### config.mk
export PLATFORM = sky130hd
export DESIGN_NAME = aes_sbox_scheduler
export DESIGN_NICKNAME = d
export VERILOG_FILES = /design/src/rtl/aes_sbox_scheduler.sv
export SDC_FILE = /design/constraint.sdc
export NUM_CORES = 1
export LEC_CHECK = 0
export CAP_MARGIN = 20
export CORE_UTILIZATION = 50
export CTS_CLUSTER_DIAMETER = 100
export DETAILED_ROUTE_END_ITERATION = 10
export PLACE_DENSITY_LB_ADDON = 0.15
export REMOVE_ABC_BUFFERS = 1
export SLEW_MARGIN = 10
export SYNTH_ARGS = -nofsm -noshare
export SYNTH_HDL_FRONTEND = slang
export SYNTH_SLANG_ARGS = --single-unit
### constraint.sdc
create_clock -name clk -period 4.15 [get_ports clk]
set_input_delay 0.6225 -clock clk [delete_from_list [all_inputs] [get_ports clk]]
set_output_delay 0.6225 -clock clk [all_outputs]
set_load 0.01 [all_outputs]
### src/rtl/aes_sbox_scheduler.sv
`timescale 1ns/1ps
// -----------------------------------------------------------------------------
// aes_sbox_scheduler
// Shares LANES external combinational S-box lanes between two requesters:
// the AES state (SubBytes on 128 bits) and the key expansion (SubWord on
// 32 bits). A job is latched on accept, pushed through the lanes LANES bytes
// per cycle, collected into a result register and returned on a valid/ready
// handshake.
//
// Configuration macro: SBOX_PIPE_EN
//   defined   : sbox_out is registered here before capture (+1 cycle latency)
//   undefined : sbox_out is captured combinationally in the beat that drives it
//
// Parameters:
//   LANES         S-box lanes per cycle (1, 2 or 4)
// Ports:
//   clk, rst      rising-edge clock, synchronous active-high reset
//   st_valid/st_ready/st_data             state job request (128-bit)
//   st_out_valid/st_out_ready/st_out_data SubBytes result
//   kw_valid/kw_ready/kw_data             key-word job request (32-bit)
//   kw_out_valid/kw_out_ready/kw_out_data SubWord result
//   sbox_in       lane j input  = sbox_in[8j+7:8j]
//   sbox_out      lane j result = sbox_out[8j+7:8j]
//   busy          high whenever the FSM is not IDLE
// -----------------------------------------------------------------------------
module aes_sbox_scheduler #(
    parameter int LANES = 4
) (
    input  logic                 clk,
    input  logic                 rst,
    input  logic                 st_valid,
    output logic                 st_ready,
    input  logic [127:0]         st_data,
    output logic                 st_out_valid,
    input  logic                 st_out_ready,
    output logic [127:0]         st_out_data,
    input  logic                 kw_valid,
    output logic                 kw_ready,
    input  logic [31:0]          kw_data,
    output logic                 kw_out_valid,
    input  logic                 kw_out_ready,
    output logic [31:0]          kw_out_data,
    output logic [8*LANES-1:0]   sbox_in,
    input  logic [8*LANES-1:0]   sbox_out,
    output logic                 busy
);

    localparam int ST_BEATS = 16 / LANES;
    localparam int KW_BEATS = 4 / LANES;
`ifdef SBOX_PIPE_EN
    localparam int PIPE = 1;
`else
    localparam int PIPE = 0;
`endif
    localparam logic [4:0] ST_NB   = 5'(ST_BEATS);
    localparam logic [4:0] KW_NB   = 5'(KW_BEATS);
    // Counter value of the final RUN cycle (one extra cycle when pipelined)
    localparam logic [4:0] ST_LAST = 5'(ST_BEATS + PIPE - 1);
    localparam logic [4:0] KW_LAST = 5'(KW_BEATS + PIPE - 1);

    typedef enum logic [2:0] {
        IDLE    = 3'd0,
        ST_RUN  = 3'd1,
        KW_RUN  = 3'd2,
        ST_DONE = 3'd3,
        KW_DONE = 3'd4
    } state_e;

    state_e                 state_q;
    logic [4:0]             cnt_q;
    logic                   last_kw_q;
    logic [127:0]           din_q;
    logic [127:0]           st_res_q;
    logic [31:0]            kw_res_q;
    logic                   st_ov_q;
    logic                   kw_ov_q;

    logic                   st_grant_s;
    logic                   kw_grant_s;
    logic                   run_s;
    logic                   issue_s;
    logic [4:0]             nb_s;
    logic [4:0]             last_cnt_s;
    logic [6:0]             issue_base_s;
    logic                   cap_en_s;
    logic [6:0]             cap_base_s;
    logic [8*LANES-1:0]     cap_data_s;

    // Arbitration: key word wins unless it won last time and state is waiting
    always_comb begin
        kw_grant_s = 1'b0;
        st_grant_s = 1'b0;
        if (state_q == IDLE) begin
            if (kw_valid && !(last_kw_q && st_valid)) begin
                kw_grant_s = 1'b1;
            end else if (st_valid) begin
                st_grant_s = 1'b1;
            end else begin
                kw_grant_s = 1'b0;
                st_grant_s = 1'b0;
            end
        end else begin
            kw_grant_s = 1'b0;
            st_grant_s = 1'b0;
        end
    end

    assign st_ready = st_grant_s;
    assign kw_ready = kw_grant_s;

    // Beat decode: which byte group of the latched input is on the lanes now
    always_comb begin
        run_s = (state_q == ST_RUN) || (state_q == KW_RUN);
        if (state_q == ST_RUN) begin
            nb_s       = ST_NB;
            last_cnt_s = ST_LAST;
        end else begin
            nb_s       = KW_NB;
            last_cnt_s = KW_LAST;
        end
        issue_s      = run_s && (cnt_q < nb_s);
        // Bit offset is a multiple of 8*LANES, so the slice always stays in range
        issue_base_s = 7'(32'(cnt_q) * (8 * LANES));
    end

    // Lane drive: zero outside an issuing beat
    always_comb begin
        if (issue_s) begin
            sbox_in = din_q[issue_base_s +: 8*LANES];
        end else begin
            sbox_in = '0;
        end
    end

`ifdef SBOX_PIPE_EN
    logic [8*LANES-1:0] pipe_q;

    // Pipeline register between the S-box bank and the result capture
    always_ff @(posedge clk) begin
        if (rst) begin
            pipe_q <= '0;
        end else begin
            pipe_q <= sbox_out;
        end
    end

    // Results land one cycle behind the beat that issued them
    assign cap_data_s = pipe_q;
    assign cap_en_s   = run_s && (cnt_q != 5'd0);
    assign cap_base_s = 7'(32'(cnt_q - 5'd1) * (8 * LANES));
`else
    assign cap_data_s = sbox_out;
    assign cap_en_s   = issue_s;
    assign cap_base_s = issue_base_s;
`endif

    // Main FSM, beat counter, latched job and result registers
    always_ff @(posedge clk) begin
        if (rst) begin
            state_q   <= IDLE;
            cnt_q     <= 5'd0;
            last_kw_q <= 1'b0;
            din_q     <= 128'd0;
            st_res_q  <= 128'd0;
            kw_res_q  <= 32'd0;
            st_ov_q   <= 1'b0;
            kw_ov_q   <= 1'b0;
        end else begin
            case (state_q)
                IDLE: begin
                    if (kw_grant_s) begin
                        din_q     <= {96'd0, kw_data};
                        cnt_q     <= 5'd0;
                        last_kw_q <= 1'b1;
                        state_q   <= KW_RUN;
                    end else if (st_grant_s) begin
                        din_q     <= st_data;
                        cnt_q     <= 5'd0;
                        last_kw_q <= 1'b0;
                        state_q   <= ST_RUN;
                    end
                end
                ST_RUN, KW_RUN: begin
                    cnt_q <= cnt_q + 5'd1;
                    if (cap_en_s) begin
                        if (state_q == ST_RUN) begin
                            st_res_q[cap_base_s +: 8*LANES] <= cap_data_s;
                        end else begin
                            kw_res_q[cap_base_s[4:0] +: 8*LANES] <= cap_data_s;
                        end
                    end
                    if (cnt_q == last_cnt_s) begin
                        if (state_q == ST_RUN) begin
                            state_q <= ST_DONE;
                            st_ov_q <= 1'b1;
                        end else begin
                            state_q <= KW_DONE;
                            kw_ov_q <= 1'b1;
                        end
                    end
                end
                ST_DONE: begin
                    if (st_out_ready) begin
                        st_ov_q <= 1'b0;
                        state_q <= IDLE;
                    end
                end
                KW_DONE: begin
                    if (kw_out_ready) begin
                        kw_ov_q <= 1'b0;
                        state_q <= IDLE;
                    end
                end
                default: begin
                    state_q <= IDLE;
                end
            endcase
        end
    end

    assign st_out_valid = st_ov_q;
    assign st_out_data  = st_res_q;
    assign kw_out_valid = kw_ov_q;
    assign kw_out_data  = kw_res_q;
    assign busy         = (state_q != IDLE);

endmodule

==> Word level (Yosys, flattened, before mapping) <==
Cells that the tools add are included.
{ "word_totals": {"register_bits": 299, "out_inout_bits": 197} }
{ "op_classes": {"add_sub_neg": 2, "n_lt_le_gt_ge": 1, "n_eq_ne": 11, "shift": 3, "mux": 31, "bitwise_logic": 1, "n_reduce_logical": 19} }
{ "op_table": {"columns": ["operator", "n"], "rows": [
  ["$mux 128", 2],
  ["$bwmux 128", 1],
  ["$shift 32x9->128 const A", 1],
  ["$shiftx 128x8->32", 1],
  ["$shiftx 32x9->128", 1],
  ["$mux 32", 1],
  ["$mux 3", 7],
  ["$mux 1", 13],
  ["$pmux 3 s4", 1],
  ["$reduce_and 4->1", 3],
  ["$mux 5", 2],
  ["$ne 2x2->1 const B", 5],
  ["$pmux 5 s2", 1],
  ["$neg 7->9", 1],
  ["$reduce_bool 2->1", 4],
  ["$eq 3x2->1 const B", 2],
  ["$reduce_and 3->1", 2],
  ["$add 5x1->5 const B", 1],
  ["$eq 5x5->1", 1],
  ["$lt 5x5->1", 1],
  ["$pmux 1 s2", 2],
  ["$reduce_and 2->1", 2],
  ["$eq 3x1->1 const B", 1],
  ["$eq 3x3->1 const B", 1],
  ["9 further kinds", 11]
]} }

==> Depth between registers and ports, before layout <==
Gate-level depths: netlist (run 1).
{ "depth": {"depth_word": 8, "ltp_mapped": 10} }

==> Worst setup path after synthesis (run 1) <==
OpenSTA, ideal clock, no wires.
{ "synth_timing": {"path_kind": "register to output", "start": "reg state_q[1]", "end": "out sbox_in[10]", "arrival_ns": 2.145, "required_time_ns": 3.527, "slack_ns": 1.382, "path_stages_with_launch": 10, "n_path_buf": 3, "path_cell_list": "dfxtp_1 -> clkbuf_2 -> nor3b_4 -> inv_1 -> ha_1 -> nor3_1 -> clkbuf_1 -> o21a_1 -> clkbuf_1 -> and3_1"} }
{ "synth_between": {"elab_chain_len": 5, "elab_cells_between_ends": 7, "cone_classes": "order compare (1); eq/ne (2); mux (2); reduce/logical (2)"} }
{ "synth_lines": {"columns": ["element", "line", "source"], "rows": [
  ["start: declaration", "69", "state_e state_q;"],
  ["start signal: assignment", "160", "state_q <= IDLE;"],
  ["start signal: assignment", "175", "state_q <= KW_RUN;"],
  ["start signal: assignment", "180", "state_q <= ST_RUN;"],
  ["$eq 3x1->1", "113, 114", null],
  ["$mux 3", "114", "if (state_q == ST_RUN) begin"],
  ["$lt 5x5->1", "121", "issue_s = run_s && (cnt_q < nb_s);"],
  ["$logic_and 1x1->1 (*)", "121", null],
  ["$mux 32 (*)", "128", "if (issue_s) begin"],
  ["end: declaration", "43", "output logic [8*LANES-1:0] sbox_in,"]
]} }
Every way passes the cells marked *; elsewhere a longest branch is shown, timed or not.

==> Worst setup path in the final report (run 1) <==
{ "layout_timing": {"start": "reg state_q[0]", "end": "out sbox_in[30]"} }
The elaborated chain is that of the path after synthesis.

==> summary.txt, run 1 <==
Logic synthesis
  • Yosys reg bits: 299
  • Synth Instances: 1311
  • Post-Synth XOR/XNOR Area: 0.369%
  • Netlist Area Pre-Place: 0.0119 mm²
  • Synth warn: 0
  • Seq/Total Area, Yosys: 50.4%
  • Asr flop ratio synth: 0%
  • Compound-Gate Fraction of Synth Area: 17.9%
  • Netlist cell types: 47
  • Post-Syn Area per Cell: 9.05 µm²
  • Combinational family with the most area after synthesis: simple AND/OR/NAND/NOR gates
  • Multiplexer share of the synthesized area: 6.07%
  • Simple-gate share of the synthesized area: 19.6%
  • Post-Synth Adder-Cell Area: 0.843%
  • Number of synthesized flops with an enable pin: 0
  • Primary FF master, synth: dfxtp_1

STA
  • Fmax: 260 MHz
  • Endpoints failing setup: 0
  • Worst-Margin Slew: 1030 ps
  • Final Cycle Share: 92.8%
  • Crit path time final: 3850 ps
  • Layout Skew: 13.5 ps
  • RSZ-0062 raised after global routing: no
  • Max-slew violations: 0
  • Hold Vio Cnt, Final: 0
  • Max transition margin: 31.3%
  • Hold Worst Slack: 448 ps

Setup path
  • Critical path startpoint category: flop
  • Worst r2r dst: din_q[17]
  • Reg-to-Reg Start: state_q[2]
  • WS Path Type: reg2out
  • Critical Path End Type: output port
  • R2r worst-path depth: 7
  • Worst Path Max Fanout: 32
  • Critical Path RT: 3530 ps
  • Reg2Reg Setup Slack: 1200 ps
  • WP data arrival: 3230 ps

Min path
  • WHS Path Cells: 2
  • Min-delay src: st_out_data[76]
  • Hold EP: st_out_data[76]
  • Hold Path Class: reg2reg

Detailed routing
  • Initial DRC count: 796
  • Total number of vias: 11400
  • Drt total wl: 39700 µm
  • First-pass detailed-route iteration total: 5
  • WL/cell: 20.0 µm
  • Residual DRC count: 0
  • Vias/cell: 5.74
  • Antenna-violating nets left: 0

Floorplan
  • Die Area: 0.0244 mm²
  • Die Y: 156 µm
  • I/O Pins: 395
  • Core Footprint: 0.0234 mm²
  • Die Width: 156 µm
  • FP Rows: 56
  • Initial core utilization: 50.7%

Global routing
  • First-pass GRT wire length: 59900 µm
  • Largest net degree at the start of global routing: 117
  • Gr ovfl total: 0
  • Vias in the first global route: 10817
  • Total track usage: 31.7%
  • Initial antenna violation count: 1

Layout
  • Filler cell count in the final layout: 1849
  • Register Area: 0.00599 mm²
  • Synth-to-layout area growth: 43.7%
  • Multi-input logic area: 0.00541 mm²
  • Nets: 1848
  • Layout cell share with drive strength beyond 1: 8.34%

Placement
  • Final GP Congestion: 0.839
  • IO Port Bufs: 394
  • Hpwl dp: 25100 µm

Clock network
  • Clk root buf: clkbuf_16
  • Longest Clk Path Bufs: 3
  • Clock Pin Slew Worst Setup and Hold Paths: 60 ps
  • TritonCTS sink count: 299
  • H-tree depth: 1
  • Inserted Clock Buffers: 31
  • TritonCTS clock tree: done
  • Worst skew pair latency: 570 ps

Power and ir drop
  • Leakage: 6.07 nW
  • PwrDens: 571 mW/mm²
  • PnR Total Power: 0.00974 W
  • VDD IR max: 0.297 mV

Job
  • Max_cap viols: 0

Outcome
  • Status: finished, final reports clean
-- kinds of logic (layout without fill, tap and decap cells) --
| kind of cell | count (synthesis) | after routing |
|---|---|---|
| AOI/OAI and AO/OA | 317 | 317 |
| muxes | 32 | 32 |
| buffers and inverters | 134 | 489 |
| and+or+nand+nor | 516 | 516 |
| adders and majority gates | 8 | 8 |
| xor gates and xnor gates | 5 | 5 |
| other | 0 | 1 |
| DFF | 299 | 299 |
-- worst max-delay path by stage --
stage | end | cells past startpoint | slack [ps] | startpoint
5_1_grt | sbox_in[11] | 8 | 150 | state_q[2]
2_1_floorplan | din_q[100] | 5 | -1840 | state_q[2]
6_report | sbox_in[30] | 8 | 300 | state_q[0]
4_1_cts | sbox_in[11] | 8 | 170 | state_q[1]
3_5_place_dp | sbox_in[11] | 8 | 380 | state_q[1]
3_3_place_gp | sbox_in[7] | 8 | 540 | state_q[1]
-- stage by stage --
step	area, µm²	worst slack (ps)	instances	setup TNS [ps]	util, %
floorplan	11300	-1840	1186	-172240	-
global placement	16000	543	1927	0	68.4
detailed placement	16000	377	1927	0	68.4
CTS	17100	172	1985	0	72.9
global route	17100	151	1986	0	72.9
finish	17100	298	1986	0	72.9
-- cells in the mapped netlist, drive strengths merged, types with 3 or more instances --
cell	n	area, µm²
dfxtp	299	5990
nand2	231	867
a21oi	165	826
nand3	165	826
clkbuf	82	309
a22o	74	648
nor2	63	236
buf	43	226
and3	35	219
a311oi	34	298
mux4	32	721
a22oi	23	173
inv	9	33.8
ha	8	100
nor3	6	41.3
nor3b	5	48.8
o2111a	4	45.0
o2111ai	4	35.0
xor2	3	26.3
-- cell type report --
cell class | instances | area share (%)
inverters | 9 | 0.198
clock buffers | 45 | 5.50
flip-flops and latches | 299 | 35.1
well taps | 319 | 2.34
clock inverters | 12 | 0.557
multi-input cells | 878 | 31.7
diodes | 1 | 0.0147
repair buffers | 423 | 24.5
-- flip-flops by register name, summed over array words and instances (netlist names) --
name	count
st_out_data	128
kw_out_valid	1
cnt_q	5
last_kw_q	1
din_q	128
kw_out_data	32
st_out_valid	1
state_q	3
-- power by group --
group          total [W]  switching, W  internal, W
Sequential       0.00354      0.000251      0.00328
Combinational    0.00342       0.00201      0.00141
Clock            0.00278       0.00116      0.00162
-- what timing repair did --
| action | 4_1_cts | 5_1_grt |
|---|---|---|
| setup endpoints to repair | 32 | 27 |
| hold buffers | 0 | 0 |
| buffers inserted | 1 | 0 |
| resized for setup | 1 | 2 |
-- cell usage in the layout, fill, tap and decap left out, drive strengths merged, types with 5 or more instances in the layout --
cell	Yosys	layout
a21oi	165	165
a22o	74	74
a22oi	23	23
a311oi	34	34
and3	35	35
buf	43	30
clkbuf	82	45
clkdlybuf4s50	0	393
clkinv	0	8
dfxtp	299	299
ha	8	8
inv	9	11
mux4	32	32
nand2	231	231
nand3	165	165
nor2	63	63
nor3	6	6
nor3b	5	5
-- critical path: stages (launching register included) --
cell,delay (ps)
dfxtp_1,640
nor3b_4,290
inv_1,100
ha_1,180
nor3_1,200
o21a_1,170
buf_4,320
and3_1,230
clkdlybuf4s50_1,540
-- routing by layer --
metal	track usage, %	share of wire, %	wire [µm]
met1	38.1	39	15400
met2	54.9	49	19400
met3	7.56	9.5	3790
met4	11.7	2.9	1160
met5	0	0	0
Power figures use the tool's default switching activity.
==> run 2: changes to the inputs <==
- MAX_ROUTING_LAYER: not set -> met4
- SLEW_MARGIN: 10 -> 20
==> run 2 against run 1 <==
Die area unchanged. Register-to-register slack hardly changed. Non-clock buffer count is the same. Global-route usage grew 1.0 points. Clock power is essentially flat. Count of clock-buffer cells in the layout unchanged. Setup slack worse by 3.2 ps. First-iteration DRC count up 2.6%. Utilization stayed put. Routed wire length fell by 0.20%. Critical endpoint unchanged.
==> summary.txt, run 2 (synthesis results as in run 1) <==
Outcome
  • Status: finished, final reports clean

Clock network
  • TritonCTS clock tree: done
  • H-tree depth: 1
  • Longest Clk Path Bufs: 3
  • Inserted Clock Buffers: 31
  • Worst skew pair latency: 570 ps
  • Clk root buf: clkbuf_16
  • TritonCTS sink count: 299
  • Clock Pin Slew Worst Setup and Hold Paths: 60 ps

Global routing
  • Initial antenna violation count: 1
  • First-pass GRT wire length: 60000 µm
  • GR Util met1: 38.6%
  • Vias in the first global route: 10822
  • Largest net degree at the start of global routing: 117
  • Total track usage: 32.7%
  • Top Usage Layer GRT: met2
  • Gr ovfl total: 0
  • Grt met3 use: 7.06%
  • M2 GR Usage: 54.9%

Placement
  • Placed instance area: 0.0160 mm²
  • Final GP Congestion: 0.852
  • IO Port Bufs: 394
  • Hpwl dp: 25100 µm
  • DP Worst Slack: 377 ps
  • Dpl cells: 1927

Setup path
  • WP data arrival: 3230 ps
  • Critical Path End Type: output port
  • Critical Path RT: 3530 ps
  • WS Path Type: reg2out
  • Worst Path Max Fanout: 32
  • Critical path startpoint category: flop

Min path
  • Hold Path Class: reg2reg

Layout
  • Synth-to-layout area growth: 43.7%
  • Filler cell count in the final layout: 1849
  • Most common cell after layout, fill and taps aside: clkdlybuf4s50_1
  • Layout cell share with drive strength beyond 1: 8.34%
  • Fin area: 0.0171 mm²
  • Nets: 1848
  • Most frequent cells in the layout: clkdlybuf4s50_1 (393), dfxtp_1 (296), nand2_1 (231), nand3_1 (165), a21oi_1 (165)
  • Fin cells: 1986

STA
  • Max transition margin: 30.8%
  • Fmax: 259 MHz
  • Final Cycle Share: 92.9%
  • Crit path time final: 3860 ps
  • Hold Vio Cnt, Final: 0
  • RSZ-0062 raised after global routing: no
  • Max-slew violations: 0
  • Final setup margin: 294 ps
  • Layout Skew: 12.9 ps
  • Setup tns final: 0 ps
  • Worst-Margin Slew: 1040 ps
  • Endpoints failing setup: 0

Detailed routing
  • WL/cell: 19.9 µm
  • Vias/cell: 5.76
  • Residual DRC count: 0
  • Total number of vias: 11435
  • Initial DRC count: 817
  • First-pass detailed-route iteration total: 5
  • Drt total wl: 39600 µm
  • Antenna-violating nets left: 0

Power and ir drop
  • PwrDens: 571 mW/mm²
  • VDD IR max: 0.298 mV
  • Leakage: 6.07 nW
  • PnR Total Power: 0.00974 W

Floorplan
  • Die Width: 156 µm
  • Die Area: 0.0244 mm²
  • Initial core utilization: 50.7%
  • Die Y: 156 µm
  • I/O Pins: 395
  • FP Rows: 56
  • Core Footprint: 0.0234 mm²

Job
  • Max_cap viols: 0
[run 2: cell counts in the layout (fill, tap and decap cells not counted)]
Identical to the previous run, type by type.
[run 2: area by class of cell]
class / count / area, µm² / share of cell area, %
Sequential cell: 299 / 5990 / 35.1
Multi-Input combinational cell: 878 / 5410 / 31.7
Tap cell: 319 / 399 / 2.34
Clock buffer: 45 / 938 / 5.50
Antenna cell: 1 / 2.50 / 0.0147
Clock inverter: 12 / 95.1 / 0.557
Inverter: 9 / 33.8 / 0.198
Timing Repair Buffer: 423 / 4190 / 24.5
[run 2: through the flow]
stage               hold slack (ps)  utilization [%]
floorplan                       438                -
global placement                437             68.4
detailed placement              442             68.4
CTS                             451             72.9
global route                    462             72.9
finish                          449             72.9
[run 2: timing repair]
action | in CTS | in global routing
hold buffers | 0 | 0
gates cloned | 0 | 0
pin swaps | 0 | 0
buffers inserted | 1 | 0
resized for setup | 1 | 2
endpoints found under the hold margin | 0 | 0
setup endpoints to repair | 32 | 27
[run 2: worst max-delay path, cell delays in order (launching register included)]
cell	delay, ps
dfxtp_1	640
nor3b_4	290
inv_1	100
ha_1	180
nor3_1	190
o21a_1	160
buf_4	330
and3_1	230
clkdlybuf4s50_1	540
[run 2: final timing paths]
path	cells past startpoint	end	from	slack, ps
hold reg to reg	2	st_out_data[43]	st_out_data[43]	450
hold / removal	2	st_out_data[43]	st_out_data[43]	450
setup / recovery	8	sbox_in[30]	state_q[0]	290
setup reg to reg	7	din_q[17]	state_q[2]	1190
[run 2: power breakdown]
group / internal [W] / leakage [nW] / switching (W)
logic: 0.00141 / 3.12 / 0.00201
clock network: 0.00162 / 0.519 / 0.00116
registers: 0.00328 / 2.43 / 0.000250
[run 2: layer usage]
layer,vias up,wire length (µm)
li1,5353,-
met1,5438,15500
met2,561,19300
met3,83,3630
met4,0,1210
met5,-,0
